`src/rtl/reg_file_pkg.sv`:
```
// Shared constants and types for the RV32I integer register file.
// Optional build macro: REG_FILE_WRITE_BYPASS_EN (write-through forwarding on reads).
package reg_file_pkg;

  localparam int XLEN  = 32;
  localparam int NREGS = 32;
  localparam int AW    = $clog2(NREGS);

  typedef logic [AW-1:0]   reg_addr_t;
  typedef logic [XLEN-1:0] reg_data_t;

  localparam reg_addr_t REG_ZERO  = {AW{1'b0}};
  localparam reg_data_t DATA_ZERO = {XLEN{1'b0}};

endpackage

```
`src/rtl/reg_file_rd_port.sv`:
```
// One combinational read port: address mux with x0 forced to zero.
// With REG_FILE_WRITE_BYPASS_EN defined, an in-flight write to the same address is forwarded.
module reg_file_rd_port
  import reg_file_pkg::*;
(
  input  logic [NREGS-1:0][XLEN-1:0] regs_i,
  input  reg_addr_t                  rs_i,
`ifdef REG_FILE_WRITE_BYPASS_EN
  input  logic                       we_i,
  input  reg_addr_t                  rd_i,
  input  reg_data_t                  wdata_i,
`endif
  output reg_data_t                  rdata_o
);

  // Select the addressed register, forwarding the write data when enabled.
  always_comb begin
    rdata_o = DATA_ZERO;
    if (rs_i == REG_ZERO) begin
      rdata_o = DATA_ZERO;
`ifdef REG_FILE_WRITE_BYPASS_EN
    end else if (we_i && (rs_i == rd_i)) begin
      rdata_o = wdata_i;
`endif
    end else begin
      rdata_o = regs_i[rs_i];
    end
  end

endmodule

```
`src/rtl/reg_file.sv`:
```
// RV32I register file: 31 physical registers (x0 is constant zero), two async read ports, one write port.
// Optional build macro: REG_FILE_WRITE_BYPASS_EN (same-cycle write-through forwarding).
module reg_file
  import reg_file_pkg::*;
(
  input  logic      clk,
  input  logic      rst_n,
  input  logic      reg_write,
  input  reg_data_t write_data,
  input  reg_addr_t rs1,
  input  reg_addr_t rs2,
  input  reg_addr_t rd,
  output reg_data_t out1,
  output reg_data_t out2
);

  reg_data_t                 regs_q [1:NREGS-1];
  reg_data_t                 regs_d [1:NREGS-1];
  logic [NREGS-1:0][XLEN-1:0] regs_s;

  // Per-register write decode; an unknown rd or reg_write fails the compare and leaves state alone.
  always_comb begin
    for (int i = 1; i < NREGS; i++) begin
      if (reg_write && (rd == AW'(i))) begin
        regs_d[i] = write_data;
      end else begin
        regs_d[i] = regs_q[i];
      end
    end
  end

  // Register storage with asynchronous clear.
  always_ff @(posedge clk or negedge rst_n) begin
    if (!rst_n) begin
      for (int i = 1; i < NREGS; i++) begin
        regs_q[i] <= DATA_ZERO;
      end
    end else begin
      regs_q <= regs_d;
    end
  end

  // Flat read view with x0 tied to zero.
  always_comb begin
    regs_s[0] = DATA_ZERO;
    for (int i = 1; i < NREGS; i++) begin
      regs_s[i] = regs_q[i];
    end
  end

`ifdef REG_FILE_WRITE_BYPASS_EN
  logic bypass_we_s;
  // Forwarding is suppressed during reset so the outputs stay at zero.
  assign bypass_we_s = reg_write && rst_n;
`endif

  reg_file_rd_port u_rd_port1 (
    .regs_i  (regs_s),
    .rs_i    (rs1),
`ifdef REG_FILE_WRITE_BYPASS_EN
    .we_i    (bypass_we_s),
    .rd_i    (rd),
    .wdata_i (write_data),
`endif
    .rdata_o (out1)
  );

  reg_file_rd_port u_rd_port2 (
    .regs_i  (regs_s),
    .rs_i    (rs2),
`ifdef REG_FILE_WRITE_BYPASS_EN
    .we_i    (bypass_we_s),
    .rd_i    (rd),
    .wdata_i (write_data),
`endif
    .rdata_o (out2)
  );

endmodule

```
`config.mk`:
```
export PLATFORM = sky130hd
export DESIGN_NAME = reg_file
export DESIGN_NICKNAME = d
export VERILOG_FILES = /design/src/rtl/reg_file_pkg.sv /design/src/rtl/reg_file_rd_port.sv /design/src/rtl/reg_file.sv
export SDC_FILE = /design/constraint.sdc
export NUM_CORES = 2
export LEC_CHECK = 0
export CORE_UTILIZATION = 30
export DETAILED_ROUTE_END_ITERATION = 10
export PLACE_DENSITY = 0.44
export SLEW_MARGIN = 25
export SYNTH_ARGS = -nofsm -noshare
export SYNTH_HDL_FRONTEND = slang
export SYNTH_SLANG_ARGS = --single-unit
export TNS_END_PERCENT = 5
```
`constraint.sdc`:
```
create_clock -name clk -period 2.7 [get_ports clk]
set_input_delay 0.54 -clock clk [delete_from_list [all_inputs] [get_ports clk]]
set_output_delay 0.54 -clock clk [all_outputs]
set_load 0.005 [all_outputs]
```
==> impl_metrics.toml <==
[run_status]
status = "complete, but fails checks"
violations = "setup timing"

[power]
vdd_ir_drop_max_uv = 482.0
p_seq_frac = 0.424
intPower_mw = 33.60
clkPwrFrac = 0.354
p_sw_mw = 13.53
p_per_area_nw_per_um2 = 690.0
comb_power_share = 0.222
sw_frac_of_total = 0.2871
p_leak_nw = 30.56

[finish]
final_area_um2 = 68300
regMostFlops = "regs_q"
most-common-layout-cells = "mux2_2 (1017), dfrtp_1 (992), mux2i_1 (638)"
mostFrequentLayoutCell = "mux2_2"
area_delta_synth_final_pct = 28.34
largest_reg_flops = 992
fin_nets = 4578
fin_util = 0.3878
drive_gt1_frac = 0.4960
multi_input_area_um2 = 27910
regArea_um2 = 24820
top_regs = "regs_q: 992 flops"
n_fill_cell = 16869

[global_route]
grt_pass1_wl_mm = 296.3
busiest_layer = "met2"
overflow = 0
grtUsageMet1 = 0.3177
use_met2 = 0.3648
antenna_found_initial = 5
met3_usage = 0.02626
grtUsageTotal = 0.2263
grt_pass1_vias = 39594
grt_max_degree = 122

[placement]
place.gp.congestion = 0.8170
dp_hpwl_mm = 137.8
io_buffers = 113
dpl_worst_slack_ns = -1.245
placed_cell_area_um2 = 62310

[worst_setup_path]
worstPathArrival_ns = 2.55
path_max_fanout = 8
critPathCaptureType = "output port"
slowest_delay_ns = 0.48
path_buf_inv = 7
cp_common_cell = "buf_4"
path_delay_family = "buffers and inverters"
path_class = "input port to output port"
worstSetupStartpointType = "input port"
cp.required_ns = 2.16
cp_slowest_cell = "clkdlybuf4s50_1"
timing.critical_path.cells = "clkdlybuf4s50_1, buf_6, buf_4, nand2b_4, buf_4, clkbuf_16, nor3_1, nor4b_2, buf_4, buf_4"

[clock_network]
numCtsBuffers = 117
cts_max_level = 3
cts_sinks = 992
clk_pin_slew_ns = 0.06
clock_latency_ns = 0.74
tritoncts = "yes"
cts_buffer_depth = 3
cts_root_buffer = "clkbuf_16"

[timing]
max_freq_mhz = 324.1
period_share = 1.143
rsz0062_at_grt = "true"
maxSlewViolCount = 0
hold_viol = 0
tightest_slew_ns = 0.7774
finalWorstSetupSlack_ns = -0.3853
fin_hold_ws_ns = 0.2918
setup_violations = 64
fin_worst_skew_ns = 0
fin_crit_ns = 3.085
slew_headroom = 0.4817

[floorplanning]
coreArea_um2 = 176100
io_pins = 114
floorplan.rows = 154
initial_core_util = 0.3022
die_w_um = 423.2
die-area_um2 = 179100
die_y_um = 423.2

[synthesis]
synth.net_count = 4108
synth-edff-count = 0
synthDistinctLibCells = 35
syn_area_um2 = 53220
async_reset_ff_frac = 1.000
synthCells = 4058
ys_seq_elements = 992
ys_seq_area_frac = 0.4664
synth-main-ff-cell = "dfrtp_1"
syn_avg_cell_area_um2 = 13.12
yosys_warnings = 0

[route]
vias = 38137
avgViaCountPerCell = 5.475
routed_wl_mm = 206.9
first_pass_iters = 5
antenna_left = 0
wl_per_cell_um = 29.70
drc = 0
drt-initial-drc-count = 2830

[worst_hold_path]
hold_path_class = "input port to async pin"

[job]
drv_cap = 0
power groups by stage:
stage                     combinational [mW]  clock (mW)  sequential, mW
after floorplan                         6.51           0            19.5
after global placement                  9.89           0            20.1
after detailed placement                9.98           0            20.2
after CTS                               10.2        17.1            19.9
after global routing                    11.2        17.7            20.4
final                                   10.5        16.7            20.0
synthesized netlist by cell type, types with 2 or more instances:
cell | instances | area [um2]
buf_6 | 4 | 45.04
and2_1 | 2 | 12.51
nor2b_1 | 41 | 256.5
or2_2 | 4 | 25.02
mux2_2 | 1017 | 11450
clkbuf_4 | 2 | 15.01
buf_2 | 157 | 785.8
clkbuf_1 | 220 | 825.8
nor3b_2 | 3 | 37.54
or3_1 | 3 | 18.77
mux4_2 | 129 | 2905
nor2_1 | 13 | 48.80
mux2i_1 | 638 | 6386
a22oi_1 | 64 | 480.5
a221o_1 | 63 | 630.6
nand2_1 | 17 | 63.81
a21oi_1 | 32 | 160.2
a22o_1 | 31 | 271.5
nor4_1 | 32 | 200.2
o22ai_1 | 256 | 1602
buf_1 | 15 | 56.30
nand2b_1 | 11 | 68.82
buf_4 | 37 | 277.8
mux2_1 | 39 | 439.2
nand4b_1 | 3 | 26.28
nor3_1 | 162 | 810.8
dfrtp_1 | 992 | 24820
a31oi_1 | 31 | 193.9
a211oi_1 | 34 | 255.2
path summary, 6_finish.rpt:
kind | cells after the start | endpoint | slack, ns | start
max | 10 | out1[31] | -0.39 | rs1[3]
min | 2 | regs_q[223] | 0.29 | rst_n
max reg2reg | 2 | regs_q[685] | 1.79 | regs_q[685]
min reg2reg | 1 | regs_q[637] | 0.51 | regs_q[637]
max in group asynchronous | 3 | regs_q[81] | 1.36 | rst_n
min in group clk | 1 | regs_q[637] | 0.51 | regs_q[637]
timing repair:
item	4_1_cts	5_1_grt
hold endpoints to repair	58	0
buffers inserted	1	64
pin swaps	48	98
endpoints found under the setup margin	64	64
hold buffers	1	0
gates cloned	0	4
gates resized for setup	176	218
worst reg2reg max path, cell delays in order (launching register included):
cell,delay (ns)
dfrtp_1,0.39
buf_4,0.14
mux2_2,0.26
cell families after synthesis:
| family | after synthesis | share of synthesized area |
|---|---|---|
| AO/OA/AOI/OAI | 512 | 0.06761 |
| multiplexers | 1823 | 0.3980 |
| AND/OR/NAND/NOR | 296 | 0.03026 |
| flip-flops | 992 | 0.4664 |
| buffers and inverters | 435 | 0.03769 |
final cells by class:
type                       count  area share
tap                         2340     0.04286
sequential                   992      0.3634
clock buffer                 168     0.05072
antenna                        1  0.00003664
timing repair buffer         786      0.1264
multi-input combinational   2631      0.4085
clock inverter                48    0.007968
metrics by stage:
step / TNS, ns / std cells / power [mW]
after floorplan: 0 / 4058 / 25.99
after global placement: -70.30 / 6690 / 29.96
after detailed placement: -74.34 / 6690 / 30.14
after CTS: -35.17 / 6907 / 47.26
after global routing: -20.44 / 6966 / 49.30
final: -15.40 / 6966 / 47.13
routing by layer:
metal / up-vias / wire length [um]
li1: 16445 / -
met1: 20491 / 95750
met2: 893 / 97140
met3: 308 / 7927
met4: 0 / 6093
met5: - / 0
(Power assumes the default switching activity.)
